**config.mk**
```make
export PLATFORM = sky130hd
export DESIGN_NAME = start_request_conditioner_flat
export DESIGN_NICKNAME = d
export VERILOG_FILES = /design/src/rtl/sqrt_lab_pkg.sv /design/src/rtl/start_request_conditioner_if.sv /design/src/rtl/sync_2ff.sv /design/src/rtl/start_request_conditioner.sv /design/src/flat_wrapper.sv
export SDC_FILE = /design/constraint.sdc
export NUM_CORES = 1
export LEC_CHECK = 0
export ABC_AREA = 0
export CAP_MARGIN = 30
export CORE_MARGIN = 5
export CORE_UTILIZATION = 60
export CTS_BUF_LIST = sky130_fd_sc_hd__clkbuf_8
export CTS_CLUSTER_DIAMETER = 150
export DETAILED_ROUTE_END_ITERATION = 6
export PLACE_DENSITY = 0.82
export SETUP_SLACK_MARGIN = 0.3
export SLEW_MARGIN = 20
export SYNTH_ARGS = -nofsm -noshare
export SYNTH_HDL_FRONTEND = slang
export SYNTH_SLANG_ARGS = --single-unit
```
**constraint.sdc**
```tcl
create_clock -name clock -period 2.8 [get_ports clock]
set_input_delay 0.42 -clock clock [delete_from_list [all_inputs] [get_ports clock]]
set_output_delay 0.42 -clock clock [all_outputs]
set_load 0.02 [all_outputs]
```
**src/rtl/sqrt_lab_pkg.sv**
```systemverilog
// sqrt_lab_pkg: shared types and constants for the square-root lab front-end, datapath and display.
package sqrt_lab_pkg;
    localparam int OPERAND_WIDTH = 4;
    localparam int DEBOUNCE_CYCLES_DEFAULT = 1000000;
    localparam int REPEAT_CYCLES_DEFAULT = 50000000;
    typedef enum logic [1:0] {IDLE, CONFIRM_PRESS, HELD, CONFIRM_RELEASE} deb_state_e;
    function automatic int max_int(input int a, input int b);
        return a > b ? a : b;
    endfunction
endpackage

```
**src/rtl/start_request_conditioner_if.sv**
```systemverilog
// start_request_conditioner_if: button/switch request bundle between the lab front panel and the sqrt engine.
interface start_request_conditioner_if
    import sqrt_lab_pkg::*;
#(
    parameter int WIDTH = OPERAND_WIDTH
);
    logic             button;
    logic [WIDTH-1:0] switches;
    logic             ready;
    logic             start;
    logic [WIDTH-1:0] operand;
    logic             pending;
    modport master(output button, switches, ready, input start, operand, pending);
    modport slave(input button, switches, ready, output start, operand, pending);
endinterface

```
**src/rtl/sync_2ff.sv**
```systemverilog
// sync_2ff: parameterised-width two-flop synchronizer for asynchronous inputs.
module sync_2ff #(
    parameter int W = 1
) (
    input  logic         clock,
    input  logic         reset,
    input  logic [W-1:0] d,
    output logic [W-1:0] q
);
    logic [W-1:0] meta;
    always_ff @(posedge clock or posedge reset) begin
        if (reset) begin
            meta <= '0;
            q    <= '0;
        end else begin
            meta <= d;
            q    <= meta;
        end
    end
endmodule

```
**src/rtl/start_request_conditioner.sv**
```systemverilog
// start_request_conditioner: debounced one-shot start pulse with operand capture for the sqrt lab.
// Defining START_REQUEST_REPEAT_EN adds auto-repeat requests while the button stays held.
module start_request_conditioner
    import sqrt_lab_pkg::*;
#(
    parameter int WIDTH           = OPERAND_WIDTH,
    parameter int DEBOUNCE_CYCLES = DEBOUNCE_CYCLES_DEFAULT,
    parameter int REPEAT_CYCLES   = REPEAT_CYCLES_DEFAULT
) (
    input logic clock,
    input logic reset,
    start_request_conditioner_if.slave bus
);
    localparam int CW = $clog2(max_int(DEBOUNCE_CYCLES, REPEAT_CYCLES));
    logic             btn_s;
    logic [WIDTH-1:0] sw_s;
    deb_state_e       state;
    logic [CW-1:0]    cnt;
    logic             pending_r, start_r;
    logic [WIDTH-1:0] pend_op, operand_r;
    logic             stable_done, repeat_done, req, launch;
    sync_2ff #(.W(1)) u_btn_sync (.clock(clock), .reset(reset), .d(bus.button), .q(btn_s));
    sync_2ff #(.W(WIDTH)) u_sw_sync (.clock(clock), .reset(reset), .d(bus.switches), .q(sw_s));
    assign stable_done = cnt == CW'(DEBOUNCE_CYCLES - 1);
`ifdef START_REQUEST_REPEAT_EN
    assign repeat_done = state == HELD && btn_s && cnt == CW'(REPEAT_CYCLES - 1);
`else
    assign repeat_done = 1'b0;
`endif
    assign req    = (state == CONFIRM_PRESS && btn_s && stable_done) || repeat_done;
    assign launch = pending_r && bus.ready;
    always_ff @(posedge clock or posedge reset) begin
        if (reset) begin
            state     <= IDLE;
            cnt       <= '0;
            pending_r <= 1'b0;
            pend_op   <= '0;
            start_r   <= 1'b0;
            operand_r <= '0;
        end else begin
            case (state)
                IDLE: if (btn_s) begin
                    state <= CONFIRM_PRESS;
                    cnt   <= '0;
                end
                CONFIRM_PRESS: if (!btn_s) state <= IDLE;
                else if (stable_done) begin
                    state <= HELD;
                    cnt   <= '0;
                end else cnt <= cnt + 1'b1;
                HELD: if (!btn_s) begin
                    state <= CONFIRM_RELEASE;
                    cnt   <= '0;
                end
`ifdef START_REQUEST_REPEAT_EN
                else cnt <= repeat_done ? '0 : cnt + 1'b1;
`endif
                CONFIRM_RELEASE: if (btn_s) begin
                    state <= HELD;
                    cnt   <= '0;
                end else if (stable_done) state <= IDLE;
                else cnt <= cnt + 1'b1;
                default: state <= IDLE;
            endcase
            // launch consumes the old pend_op; a same-edge request refills the slot
            start_r   <= launch;
            pending_r <= req || (pending_r && !launch);
            if (launch) operand_r <= pend_op;
            if (req && (!pending_r || launch)) pend_op <= sw_s;
        end
    end
    assign bus.start   = start_r;
    assign bus.operand = operand_r;
    assign bus.pending = pending_r;
endmodule
```
**src/flat_wrapper.sv**
```systemverilog
// flat-port wrapper written by rule: the top's interface ports become plain ports
module start_request_conditioner_flat import sqrt_lab_pkg::*;
#(
    parameter int WIDTH           = OPERAND_WIDTH,
    parameter int DEBOUNCE_CYCLES = DEBOUNCE_CYCLES_DEFAULT,
    parameter int REPEAT_CYCLES   = REPEAT_CYCLES_DEFAULT
)
  (clock, reset, bus_button, bus_switches, bus_ready, bus_start, bus_operand, bus_pending);
  start_request_conditioner_if #(.WIDTH(WIDTH)) bus_i ();
  input logic clock;
  input logic reset;
  input wire logic [$bits(bus_i.button)-1:0] bus_button;
  input wire logic [$bits(bus_i.switches)-1:0] bus_switches;
  input wire logic [$bits(bus_i.ready)-1:0] bus_ready;
  output wire logic [$bits(bus_i.start)-1:0] bus_start;
  output wire logic [$bits(bus_i.operand)-1:0] bus_operand;
  output wire logic [$bits(bus_i.pending)-1:0] bus_pending;
  assign bus_i.button = bus_button;
  assign bus_i.switches = bus_switches;
  assign bus_i.ready = bus_ready;
  assign bus_start = bus_i.start;
  assign bus_operand = bus_i.operand;
  assign bus_pending = bus_i.pending;
  start_request_conditioner #(.WIDTH(WIDTH), .DEBOUNCE_CYCLES(DEBOUNCE_CYCLES), .REPEAT_CYCLES(REPEAT_CYCLES)) u_core (.clock(clock), .reset(reset), .bus(bus_i));
endmodule
```
=== Word-level counts from Yosys, hierarchy flattened ===
Cells that the tools add are included.

* Input bits: 8
* Register bits: 48
* Word-level logic and storage cells: 47
* Output and inout bits: 6

* Add/sub/neg operators: 1
* Reduce and logical (&&, ||, !) cells: 12
* Muxes and demuxes: 14
* Equality and inequality tests: 10

{| class="wikitable"
|+ Operator list
! operator !! number
|-
| $mux 26 || 6
|-
| $pmux 26 s4 || 1
|-
| $add 26x1->26 const B || 1
|-
| $eq 26x20->1 const B || 1
|-
| $mux 2 || 6
|-
| $pmux 2 s4 || 1
|-
| $reduce_and 4->1 || 2
|-
| $ne 2x2->1 const B || 3
|-
| $ne 3x2->1 const B || 2
|-
| $logic_and 1x1->1 || 5
|-
| $eq 2x2->1 const B || 2
|-
| $ne 3x3->1 const B || 1
|-
| $eq 2x1->1 const B || 1
|-
| $logic_not 1->1 || 2
|-
| $logic_not 2->1 || 1
|-
| $logic_or 1x1->1 || 2
|}

=== Longest topological paths before layout ===
* Word-level depth: 4
* Mapped depth: 8
* Mapped depth without buffers: 6

=== Hierarchy ===
Synthesis repeated with hierarchy kept, for this count alone.

* Cell total of the unflattened synthesis: 235
* Area total of the unflattened synthesis: 2371.0 sq um

{| class="wikitable"
|+ By module, submodules not included
! module !! seq. area each (sq um) !! cells each !! area an instance (sq um) !! times used
|-
| start_request_conditioner || 950.9 || 223 || 2113.3 || 1
|-
| sync_2ff at u_core.u_sw_sync || 200.2 || 9 || 203.9 || 1
|-
| sync_2ff at u_core.u_btn_sync || 50.0 || 3 || 53.8 || 1
|}

=== Least setup slack after synthesis ===
No wires, ideal clock.

* Kind: reg2reg
* Start point: reg u_core.cnt[0]
* End point: reg u_core.cnt[7]
* Arrival time: 2.049 ns
* Required time: 2.723 ns
* Path slack: 0.673 ns
* Setup time: 0.077 ns
* Buffers on the path: 2
* Stages on the path, launching flop included: 9
* Clock period less this slack: 2.127 ns
* Path through: dfrtp_1 ha_1 nor4bb_1 nand4_1 o41ai_4 buf_6 buf_6 o31ai_1 a21oi_1

* Word-level cells in the longest chain between the ends: 4
* Elaborated cells between the ends (all ways): 9
* Classes of those cells: add/sub (1); eq/ne (2); mux (5); reduce/logical (1)

{| class="wikitable"
|+ Ends and longest elaborated chain
! what !! RTL line !! source
|-
| from (decl) || start_request_conditioner.sv:18 || <nowiki>logic [CW-1:0] cnt;</nowiki>
|-
| from (signal assigned) || start_request_conditioner.sv:50 || <nowiki>end else cnt <= cnt + 1'b1;</nowiki>
|-
| from (signal assigned) || start_request_conditioner.sv:62 || <nowiki>else cnt <= cnt + 1'b1;</nowiki>
|-
| $add 26x1->26 / $eq 26x20->1 (equally long branches) || start_request_conditioner.sv:50, start_request_conditioner.sv:62, start_request_conditioner.sv:24 ||
|-
| $mux 26, on equally long branches || start_request_conditioner.sv:61, start_request_conditioner.sv:47 ||
|-
| $mux 26, on equally long branches || start_request_conditioner.sv:58, start_request_conditioner.sv:46 ||
|-
| $pmux 26 s4 || start_request_conditioner.sv:41 || <nowiki>case (state)</nowiki>
|}

Parallel ways exist; a longest one is shown, timed or not. The select of a mux whose other input is x is not followed.
A chain may end at the register's enable or synchronous reset.

=== Final worst setup path ===
* Start point: reg u_core.cnt[0]
* End point: reg u_core.pend_op[2]

* Word-level cells in the longest chain between the ends: 3

{| class="wikitable"
|+ Ends and longest elaborated chain
! what !! RTL line !! source
|-
| $eq 26x20->1 || start_request_conditioner.sv:24 || <nowiki>assign stable_done = cnt == CW'(DEBOUNCE_CYCLES - 1);</nowiki>
|-
| $logic_and 1x1->1 || start_request_conditioner.sv:30 || <nowiki>assign req = (state == CONFIRM_PRESS && btn_s && stable_done) || repeat_done;</nowiki>
|-
| $logic_and 1x1->1 || start_request_conditioner.sv:69 || <nowiki>if (req && (!pending_r || launch)) pend_op <= sw_s;</nowiki>
|-
| to (signal assigned) || start_request_conditioner.sv:69 ||
|-
| to (decl) || start_request_conditioner.sv:20 || <nowiki>logic [WIDTH-1:0] pend_op, operand_r;</nowiki>
|}

No other way between the ends.

==> impl_metrics.toml <==
[drt]
route.detailed.drc = 0
post_drt_wl_per_cell_um = 16.4
via_count = 1851
first_iter_violations = 174
drt_first_pass_iters = 4
viasPerCell = 6.45
wirelength_mm = 4.71
ant_nets = 0

[floorplan]
start_util = 0.632
core_area_um2 = 3720
num_io_pins = 14
die_h_um = 72.6
die_x_um = 72.6
dieArea_um2 = 5270
row_count = 22

[synthesis]
async_reset_ff_frac = 1.00
synth.avg_cell_area_um2 = 10.6
yosys-top-cells-area = "dfrtp_1 (51%), o31ai_1 (4.2%), or4_1 (4.2%), a21oi_1 (3.8%), nand2_1 (2.4%)"
syn_nets = 231
seq_area_frac_synth = 0.511
synth_edf_count = 0
ys_seq_elements = 48
synth_top_area_frac = 0.511
synthCells = 222
synth_top_area_cell = "dfrtp_1"
yosys_warnings = 0
syn_area_um2 = 2350
synthFlopType = "dfrtp_1"
yosysUniqueCellTypes = 46

[worst_setup_path]
crit_family = "simple AND/OR/NAND/NOR gates"
r2r-end = "u_core.pend_op[2]"
path_buf_inv = 0
r2r_start = "u_core.cnt[0]"
critical_path.max_fanout = 6
critPathLaunch = "u_core.cnt[0]"
required_ns = 2.98
crit_chain = "ha_1 > nor4bb_2 > nor2b_1 > nand3_1 > nor4_4 > mux2_1"
reg2reg_slack_ns = 0.51
slowest_stage = "dfrtp_1"
worst-setup-path-type = "register to register"
start_kind = "register"
end_kind = "register"
cp_slowest_stage_delay_ns = 0.44
cp.arrival_ns = 2.48
r2r_cells = 6

[flow_run]
drv_cap = 0

[worst_hold_path]
min_path_type = "register to register"
worst_hold_path.endpoint = "u_core.u_btn_sync.q"
min_path_cells = 0
holdCritStartpoint = "u_core.u_btn_sync.meta"

[timing]
hold_viol_final = 0
hold_slack_ns = 0.351
relSlewSlack = 0.597
setup_viol = 0
min_period_ns = 2.29
fmax_mhz = 436
tightest_slew_ns = 0.603
finalSetupTns_ns = 0
skew_ns = 0.0114
drv_slew = 0
worst_slack_ns = 0.505
rsz0062_at_grt = "no"
period_share = 0.820

[global_route]
grt_max_degree = 38
groute.usage.overall = 0.202
grt_antenna_before_repair = 0
grt_pass1_wl_mm = 8.32
first_global_vias = 1784
overflow = 0

[layout]
final_common_cell = "dfrtp_1"
syn2layout_area_growth_pct = 11.8
final_cell_mix = "dfrtp_1 (48), a21oi_1 (18), nand2_1 (15)"
utilization = 0.707
fin_cells = 287
drive_above_1_share = 0.109
diodes = 0
nNetsFinal = 248

[power]
p_seq_frac = 0.603
p_leak_nw = 1.04
switching_share = 0.245
p_per_area_nw_per_um2 = 461
clkPwrFrac = 0.322
power_switching_mw = 0.297
combPwrFrac = 0.075
ir_worst_vdd_mv = 0.344
p_int_mw = 0.914

[cts]
numCtsBuffers = 5
cts.sinks = 48
clk_latency_ns = 0.30
clk_pin_slew_worst_paths_ns = 0.08
cts-root-buf = "clkbuf_8"
h-tree-depth = 2
cts_tree = "built"
cts_buffer_depth = 2

[place]
post-place-ws_ns = 0.410
port-buffer-count = 13
gp_congestion = 0.818
dp_cells = 279
dp.final_hpwl_mm = 3.39

[run_status]
outcome = "finished, final reports clean"
==> flip-flops by register name, indices dropped and copies added (netlist names), named ones only <==
name	flops
u_core.bus.start	1
u_core.u_sw_sync.meta	4
u_core.u_sw_sync.q	4
u_core.u_btn_sync.meta	1
u_core.bus.operand	4
u_core.cnt	26
u_core.bus.pending	1
u_core.u_btn_sync.q	1
u_core.pend_op	4
u_core.state	1
==> per-stage QoR <==
step / area (um2) / total power [mW]
after floorplan: 2350 / 0.799
after global placement: 2520 / 0.828
after detailed placement: 2520 / 0.832
after CTS: 2600 / 1.22
after global routing: 2630 / 1.27
final: 2630 / 1.21
==> synthesized netlist by cell type (3+ instances only) <==
cell type	count
mux2_1	4
o21bai_1	3
nand4_1	7
dfrtp_1	48
inv_1	5
nand2_1	15
nor2b_1	5
and3_1	4
or3_1	7
o21ai_1	4
mux2_2	4
or4_1	13
nand3_1	10
o31ai_1	13
clkbuf_1	4
xnor2_1	4
a21oi_1	18
nor4_1	8
nor2_1	9
==> worst max path at each step <==
| stage | slack (ns) | depth (start not counted) | end |
|---|---|---|---|
| 5_1_grt | 0.29 | 7 | u_core.cnt[9] |
| 6_report | 0.51 | 6 | u_core.pend_op[2] |
| 2_1_floorplan | 0.67 | 8 | u_core.cnt[7] |
| 3_5_place_dp | 0.41 | 6 | u_core.pend_op[2] |
| 4_1_cts | 0.38 | 6 | u_core.pend_op[2] |
| 3_3_place_gp | 0.51 | 6 | u_core.pend_op[2] |
==> cell families (layout without fill, tap and decap cells) <==
| family | Yosys count | in the layout | share of synthesized area |
|---|---|---|---|
| xor gates and xnor gates | 4 | 4 | 0.0149 |
| buffers and inverters | 13 | 30 | 0.0293 |
| adders and majority gates | 1 | 1 | 0.00532 |
| and+or+nand+nor | 93 | 93 | 0.235 |
| AOI/OAI and AO/OA | 54 | 54 | 0.162 |
| muxes | 9 | 9 | 0.0426 |
| DFF | 48 | 48 | 0.511 |
==> final cells by class <==
cell class	count	area, um2
fill	260	1090
clock inverter	2	12.5
inverter	5	18.8
sequential	48	1200
tap	48	60.1
clock buffer	5	68.8
multi-input combinational	161	1090
timing repair buffer	18	171
==> per-layer routing <==
metal | up-vias | global-route usage | share of wire
met2 | 53 | 0.301 | 0.47
li1 | 891 | - | -
met1 | 899 | 0.278 | 0.45
met3 | 8 | 0.0579 | 0.066
met5 | - | 0 | 0
met4 | 0 | 0.0779 | 0.017
==> timing repair <==
action                                  in CTS  in global routing
hold buffers                                 0                  0
gates resized for setup                      0                  3
endpoints found under the setup margin       0                 29
buffers inserted                             0                  1
==> power by group through the flow <==
stage,Sequential [mW],Clock (mW),Combinational (mW)
6_report,0.730,0.390,0.0905
5_1_grt,0.733,0.437,0.101
4_1_cts,0.729,0.403,0.0892
3_5_place_dp,0.743,0,0.0887
3_3_place_gp,0.742,0,0.0865
2_1_floorplan,0.736,0,0.0635
Power figures use the tool's default switching activity.
